--- config.mk ---
export PLATFORM = sky130hd
export DESIGN_NAME = tag_ram_ctrl
export DESIGN_NICKNAME = d
export VERILOG_FILES = /design/src/rtl/tag_ctrl_pkg.sv /design/src/rtl/tag_entry_cmp.sv /design/src/rtl/tag_ram_ctrl.sv
export SDC_FILE = /design/constraint.sdc
export NUM_CORES = 1
export LEC_CHECK = 0
export ABC_AREA = 0
export CAP_MARGIN = 20
export CORE_MARGIN = 4
export CORE_UTILIZATION = 42
export DETAILED_ROUTE_END_ITERATION = 8
export GPL_TIMING_DRIVEN = 0
export PLACE_DENSITY = 0.79
export REMOVE_ABC_BUFFERS = 1
export SLEW_MARGIN = 30
export SYNTH_ARGS = -nofsm -noshare
export SYNTH_HDL_FRONTEND = slang
export SYNTH_SLANG_ARGS = --single-unit
--- constraint.sdc ---
create_clock -name clock -period 1.8 [get_ports clock]
set_clock_uncertainty 0.05 [all_clocks]
set_input_delay 0.18 -clock clock [delete_from_list [all_inputs] [get_ports clock]]
set_output_delay 0.18 -clock clock [all_outputs]
set_load 0.01 [all_outputs]
--- src/rtl/tag_ctrl_pkg.sv ---
// Shared types, entry layout and request-address slicing for the tag RAM controller.
package tag_ctrl_pkg;

    localparam int AWIDTH    = 3;
    localparam int DWIDTH    = 14;
    localparam int OFF_W     = 2;
    localparam int DEPTH     = 1 << AWIDTH;
    localparam int TAG_W     = DWIDTH - 2;
    localparam int RA_W      = TAG_W + AWIDTH + OFF_W;
    localparam int VALID_BIT = DWIDTH - 1;
    localparam int DIRTY_BIT = DWIDTH - 2;

    typedef enum logic [2:0] {
        ST_INIT,
        ST_IDLE,
        ST_LOOKUP,
        ST_COMPARE,
        ST_RESP
    } state_t;

    function automatic logic [TAG_W-1:0] addr_tag(input logic [RA_W-1:0] addr);
        return addr[RA_W-1:AWIDTH+OFF_W];
    endfunction

    function automatic logic [AWIDTH-1:0] addr_index(input logic [RA_W-1:0] addr);
        return addr[AWIDTH+OFF_W-1:OFF_W];
    endfunction

endpackage

--- src/rtl/tag_entry_cmp.sv ---
// Combinational tag compare: decides hit, the replacement/update entry and victim status.
module tag_entry_cmp
    import tag_ctrl_pkg::*;
(
    input  logic [DWIDTH-1:0] old_entry,
    input  logic [TAG_W-1:0]  req_tag,
    input  logic              req_we,
    output logic              hit,
    output logic              need_write,
    output logic [DWIDTH-1:0] new_entry,
    output logic              evict,
    output logic [TAG_W-1:0]  victim_tag
);

    logic old_valid;
    logic old_dirty;

    assign old_valid = old_entry[VALID_BIT];
    assign old_dirty = old_entry[DIRTY_BIT];

    always_comb begin
        hit        = old_valid && (old_entry[TAG_W-1:0] == req_tag);
        need_write = 1'b0;
        new_entry  = '0;
        evict      = 1'b0;
        victim_tag = '0;
        if (hit) begin
            // a clean line only needs rewriting when a write marks it dirty
            need_write = req_we && !old_dirty;
            new_entry  = {1'b1, 1'b1, req_tag};
        end else begin
            need_write = 1'b1;
            new_entry  = {1'b1, req_we, req_tag};
            evict      = old_valid && old_dirty;
            victim_tag = old_entry[TAG_W-1:0];
        end
    end

endmodule

--- src/rtl/tag_ram_ctrl.sv ---
// Lookup/allocate sequencer for the synchronous-read cache tag RAM, with clear sweep on reset and flush.
//   state      | meaning
//   ST_INIT    | clear sweep, writes zero to every set
//   ST_IDLE    | ready for a request or a flush
//   ST_LOOKUP  | tag RAM read address presented
//   ST_COMPARE | read data valid, compare and optional update write
//   ST_RESP    | one-cycle response pulse
module tag_ram_ctrl
    import tag_ctrl_pkg::*;
(
    input  logic              clock,
    input  logic              reset_n,
    input  logic              flush,
    input  logic              req_valid,
    output logic              req_ready,
    input  logic              req_we,
    input  logic [RA_W-1:0]   req_addr,
    output logic              resp_valid,
    output logic              resp_hit,
    output logic              resp_evict,
    output logic [TAG_W-1:0]  resp_victim_tag,
    output logic              busy,
    output logic [AWIDTH-1:0] tr_addr,
    output logic              tr_we,
    output logic [DWIDTH-1:0] tr_din,
    input  logic [DWIDTH-1:0] tr_dout
);

    state_t state, state_nxt;

    logic [AWIDTH-1:0] sweep_cnt;
    logic [AWIDTH-1:0] req_idx;
    logic [TAG_W-1:0]  req_tag;
    logic              req_we_q;
    logic              accept;
    logic              we_raw;
    logic [DWIDTH-1:0] din_raw;

    logic              cmp_hit;
    logic              cmp_need_write;
    logic [DWIDTH-1:0] cmp_new_entry;
    logic              cmp_evict;
    logic [TAG_W-1:0]  cmp_victim_tag;

    assign req_ready = (state == ST_IDLE) && !flush && reset_n;
    assign accept    = req_valid && req_ready;

    tag_entry_cmp u_cmp (
        .old_entry  (tr_dout),
        .req_tag    (req_tag),
        .req_we     (req_we_q),
        .hit        (cmp_hit),
        .need_write (cmp_need_write),
        .new_entry  (cmp_new_entry),
        .evict      (cmp_evict),
        .victim_tag (cmp_victim_tag)
    );

    always_comb begin
        state_nxt = state;
        busy      = 1'b0;
        tr_addr   = '0;
        we_raw    = 1'b0;
        din_raw   = '0;
        case (state)
            ST_INIT: begin
                busy    = 1'b1;
                we_raw  = 1'b1;
                tr_addr = sweep_cnt;
                if (sweep_cnt == AWIDTH'(DEPTH - 1)) state_nxt = ST_IDLE;
            end
            ST_IDLE: begin
                if (flush)       state_nxt = ST_INIT;
                else if (accept) state_nxt = ST_LOOKUP;
            end
            ST_LOOKUP: begin
                tr_addr   = req_idx;
                state_nxt = ST_COMPARE;
            end
            ST_COMPARE: begin
                tr_addr   = req_idx;
                we_raw    = cmp_need_write;
                din_raw   = cmp_new_entry;
                state_nxt = ST_RESP;
            end
            ST_RESP: state_nxt = ST_IDLE;
            default: state_nxt = ST_INIT;
        endcase
    end

    // reset gates the write strobe immediately so a half-finished update never lands
    assign tr_we  = we_raw && reset_n;
    assign tr_din = tr_we ? din_raw : '0;

    always_ff @(posedge clock) begin
        if (!reset_n) begin
            state           <= ST_INIT;
            sweep_cnt       <= '0;
            req_idx         <= '0;
            req_tag         <= '0;
            req_we_q        <= 1'b0;
            resp_valid      <= 1'b0;
            resp_hit        <= 1'b0;
            resp_evict      <= 1'b0;
            resp_victim_tag <= '0;
        end else begin
            state <= state_nxt;
            if (state == ST_INIT)                 sweep_cnt <= sweep_cnt + 1'b1;
            else if (state == ST_IDLE && flush)   sweep_cnt <= '0;
            if (accept) begin
                req_we_q <= req_we;
                req_tag  <= addr_tag(req_addr);
                req_idx  <= addr_index(req_addr);
            end
            resp_valid <= (state == ST_COMPARE);
            if (state == ST_COMPARE) begin
                resp_hit        <= cmp_hit;
                resp_evict      <= cmp_evict;
                resp_victim_tag <= cmp_victim_tag;
            end
        end
    end

endmodule
# Word-level counts from Yosys, hierarchy flattened
# Index checks and enable logic that the tools add are counted.
[op_classes]
eq_ne = 8
addsub = 1
n_reduce_logical = 14
n_mux = 15
[op_table]
columns = ["operator", "count"]
rows = [
  ["$mux 14", 2],
  ["$mux 3", 5],
  ["$pmux 3 s5", 1],
  ["$mux 13", 1],
  ["$eq 12x12->1", 1],
  ["$mux 12", 1],
  ["$logic_and 1x1->1", 8],
  ["$eq 3x2->1 const B", 2],
  ["$eq 3x3->1 const B", 2],
  ["$pmux 3 s2", 1],
  ["$add 3x1->3 const B", 1],
  ["$eq 3x1->1 const B", 1],
  ["$logic_not 3->1", 1],
  ["$mux 1", 3],
  ["$ne 3x3->1 const B", 1],
  ["$logic_not 1->1", 2],
  ["$ne 2x2->1 const B", 1],
  ["$pmux 1 s2", 1],
  ["$reduce_and 2->1", 1],
  ["$reduce_bool 2->1", 1],
  ["$reduce_or 2->1", 1],
]
[totals]
regBits = 37
elab_cells = 47
output_inout_bits = 35
inputBits = 36

# Depth between registers and ports, before layout
[depth]
word_depth = 7
depth_mapped = 6
ltp_nobuf = 5

# Hierarchy
# Synthesis repeated with hierarchy kept, for this count alone.
[unflattened]
hier_cells = 247
hier_area_um2 = 2005.7
[by_module_without_submodules]
columns = ["module", "area_per_inst_um2", "cells_per_inst", "seq_area_each_um2", "n_inst"]
rows = [
  ["tag_ram_ctrl", 1642.8, 198, 740.7, 1],
  ["tag_entry_cmp", 362.8, 49, 0.0, 1],
]

# Worst setup path after synthesis
# Ideal clock, no wire load.
[synth_path]
path_kind = "register to output"
startpoint = "register req_tag[5]"
endpoint = "output port tr_din[10]"
stages_incl_launch_ff = 7
t_arrival_ns = 1.240
slack_ns = 0.330
n_path_buf = 2
required_ns = 1.570
cell_sequence = "dfxtp_1 -> xnor2_1 -> nand4_1 -> nor4_2 -> buf_4 -> buf_6 -> a21oi_1"
[synth_via]
elab_chain_cells = 6
[synth_rtl]
columns = ["item", "line_no", "source"]
rows = [
  ["start: declaration", "tag_ram_ctrl.sv:33", "logic [TAG_W-1:0] req_tag;"],
  ["start signal: assignment", "tag_ram_ctrl.sv:112", "req_tag <= addr_tag(req_addr);"],
  ["$eq 12x12->1", "tag_entry_cmp.sv:22", "hit = old_valid && (old_entry[TAG_W-1:0] == req_tag);"],
  ["$logic_and 1x1->1", "tag_entry_cmp.sv:22", ""],
  ["$mux 1", "tag_entry_cmp.sv:27", "if (hit) begin"],
  ["$pmux 1 s2", "tag_ram_ctrl.sv:65", "case (state)"],
  ["$logic_and 1x1->1", "tag_ram_ctrl.sv:92", "assign tr_we = we_raw && reset_n;"],
  ["$mux 14", "tag_ram_ctrl.sv:93", "assign tr_din = tr_we ? din_raw : '0;"],
  ["end: declaration", "tag_ram_ctrl.sv:25", "output logic [DWIDTH-1:0] tr_din,"],
]
# Every way passes these cells.

# Worst setup path after layout
[layout_path]
startpoint = "input port tr_dout[2]"
endpoint = "output port tr_din[4]"
[layout_via]
elab_chain_cells = 6
[layout_rtl]
columns = ["item", "line_no", "source"]
rows = [
  ["start: declaration", "tag_ram_ctrl.sv:26", "input logic [DWIDTH-1:0] tr_dout"],
  ["$eq 12x12->1", "tag_entry_cmp.sv:22", ""],
  ["$logic_and 1x1->1", "tag_entry_cmp.sv:22", ""],
  ["$mux 1", "tag_entry_cmp.sv:27", ""],
  ["$pmux 1 s2", "tag_ram_ctrl.sv:65", ""],
  ["$logic_and 1x1->1", "tag_ram_ctrl.sv:92", ""],
  ["$mux 14", "tag_ram_ctrl.sv:93", ""],
]
# Every way passes these cells.

==> results.json <==
{
  "outcome": "finished with violations",
  "violations": "setup timing",
  "cts_tree": "done",
  "hold_viol_final": 0,
  "critPathCaptureType": "output pin",
  "power_leakage_nw": 1.09,
  "cts_hold_buffers": 0,
  "path_max_fanout": 5,
  "grt_max_degree": 25,
  "power_density_mw_per_mm2": 596,
  "netlist_area_mm2": 0.00171,
  "min_from": "tr_dout[6]",
  "syn2layout_area_growth_pct": 60.2,
  "fmax_mhz": 496,
  "fillers": 319,
  "wl_mm": 5.09,
  "ys_seq_elements": 37,
  "post-route-util": 0.719,
  "final_common_cell": "nand2_1",
  "reg2reg_slack_ns": -0.10,
  "ant_nets": 0,
  "ys_seq_area_frac": 0.434,
  "grt-ovfl-total": 0,
  "ys_warn_count": 0,
  "clock_path_buffers": 2,
  "finalNetCount": 342,
  "finalSetupViolCount": 20,
  "via_per_inst": 4.99,
  "clk_pin_slew_ns": 0.08,
  "syn_area_per_cell_um2": 7.65,
  "relSlewSlack": 0.619,
  "multi_input_area_mm2": 0.00100,
  "place_hpwl_mm": 3.11,
  "vias": 1763,
  "synth.distinct_cells": 29,
  "drc": 0,
  "ios": 71,
  "rr_worst_depth": 9,
  "seq_area_um2": 757,
  "wire_per_inst_um": 14.4,
  "antenna_found_initial": 0,
  "crit_required_ns": 1.57,
  "hold_path_class": "primary input to flop",
  "syn_inst": 223,
  "cts-root-buf": "clkbuf_8",
  "grt_pass1_vias": 1753,
  "cap_violations": 0,
  "dr.pass1.iters": 4,
  "die_y_um": 71.7,
  "rsz0062_at_grt": "yes",
  "dp.cells": 329,
  "holdPathEnd": "resp_victim_tag[6]",
  "portBuffers": 68,
  "dieWidth_um": 71.7,
  "layout_common_cells": "73 x nand2_1, 38 x clkdlybuf4s50_1, 26 x dfxtp_1, 24 x o21ai_0, 16 x buf_2",
  "clkLatencyLatePin_ns": 0.30,
  "critPathKind": "primary input to output pin",
  "min_period_ns": 2.02,
  "die-area_mm2": 0.00514,
  "whs_path_depth": 3,
  "peakVddDrop_mv": 0.401,
  "ctsHtreeMaxLevel": 2,
  "grt_usage": 0.197,
  "n_antenna_cell": 0,
  "finalNonFillerCells": 353,
  "drtIter0Drc": 93,
  "cts.sinks": 37,
  "drv_slew": 0,
  "routabilityCongestion": 0.795,
  "setup_ws_ns": -0.216,
  "tightest_slew_ns": 0.571,
  "final_layout_size_suffix_gt1_frac": 0.266,
  "r2r-start": "req_tag[7]",
  "start_util": 0.449,
  "min_period_over_period": 1.12,
  "cp-start-kind": "primary input",
  "grt_pass1_wl_mm": 7.91,
  "arrival_ns": 1.79,
  "num_rows": 22,
  "cts_buffers": 5,
  "r2r-end": "resp_hit",
  "core_region_area_mm2": 0.00380
}
## final cells by class
cell class	count	share of cell area
Clock inverter	1	0.00183
Inverter	3	0.00916
Clock buffer	7	0.0353
Tap cell	48	0.0220
Multi-Input combinational cell	169	0.368
Sequential cell	37	0.277
Timing Repair inverter	1	0.00229
Timing Repair Buffer	87	0.284
## state kept, by name, summed over array words and instances, names as in the netlist
name,cells
state,3
req_idx,3
resp_evict,1
req_we_q,1
resp_victim_tag,12
req_tag,12
resp_hit,1
resp_valid,1
sweep_cnt,3
## kinds of logic (layout without fill, tap and decap cells)
logic type / Yosys count / count (layout) / share of synthesized area
buf+inv: 17 / 99 / 0.0521
mux: 1 / 1 / 0.00587
compound gates: 56 / 56 / 0.177
fa+ha+maj: 2 / 2 / 0.0147
xor+xnor: 12 / 12 / 0.0616
simple gates: 98 / 98 / 0.255
flops: 37 / 37 / 0.434
## cell usage after synthesis (all sizes together)
library cell	n	area, µm²
nand2	73	274
dfxtp	37	741
o21ai	33	165
a21oi	15	75.1
xnor2	12	105
buf	10	62.6
nor2	6	22.5
a22oi	5	37.5
clkbuf	4	15.0
nand2b	4	25.0
nor2b	4	25.0
inv	3	11.3
nand3	3	15.0
nor4	3	40.0
ha	2	25.0
nand4	2	12.5
o21a	2	15.0
a22o	1	8.76
mux2i	1	10.0
nor3	1	5.00
nor4b	1	8.76
or3	1	6.26
## power breakdown
part           internal, mW  switching [mW]
Clock                 0.346           0.295
Sequential            0.824         0.00702
Combinational        0.0925          0.0632
Total                  1.26           0.365
## per-layer routing
layer  global-route usage  part of all wire  vias to the layer above
met5                    0                 0                        -
met4               0.0898             0.017                        0
met3               0.0533             0.057                        6
met2                0.337              0.49                       54
met1                0.229              0.43                      799
li1                     -                 -                      904
## what timing repair did
action	in CTS	in global routing
cloned	2	0
endpoints found under the setup margin	52	24
setup buffers	13	1
endpoints found under the hold margin	0	0
pin swaps	19	3
gates resized for setup	118	13
## worst max path at each step
stage | from | to | cells after the start
6_report | tr_dout[2] | tr_din[4] | 8
5_1_grt | req_tag[7] | tr_din[4] | 7
4_1_cts | req_tag[1] | tr_din[2] | 7
3_5_place_dp | reset_n | tr_din[5] | 7
3_3_place_gp | tr_dout[2] | tr_we | 6
2_1_floorplan | req_tag[5] | tr_we | 4
## through the flow
| step | total power [mW] | instance area (µm²) | TNS (ns) | hold WS, ns | worst slack, ns |
|---|---|---|---|---|---|
| 5_1_grt | 1.70 | 2730 | -4.79 | 0.234 | -0.289 |
| 3_3_place_gp | 1.01 | 2370 | -68.72 | 0.382 | -1.98 |
| 3_5_place_dp | 1.01 | 2410 | -34.56 | 0.392 | -1.26 |
| 4_1_cts | 1.63 | 2690 | -2.25 | 0.232 | -0.161 |
| 2_1_floorplan | 0.899 | 1630 | -12.20 | 0.239 | -0.579 |
| 6_report | 1.63 | 2730 | -3.36 | 0.232 | -0.216 |
## worst max-delay path, stage by stage
cell             delay [ns]
clkdlybuf4s50_1        0.51
xnor2_1                0.14
nand3_1                0.16
nor4_4                 0.27
buf_4                  0.18
buf_6                  0.13
a21oi_2                0.06
buf_2                  0.15
No activity file was read; power rests on OpenSTA's default activity.
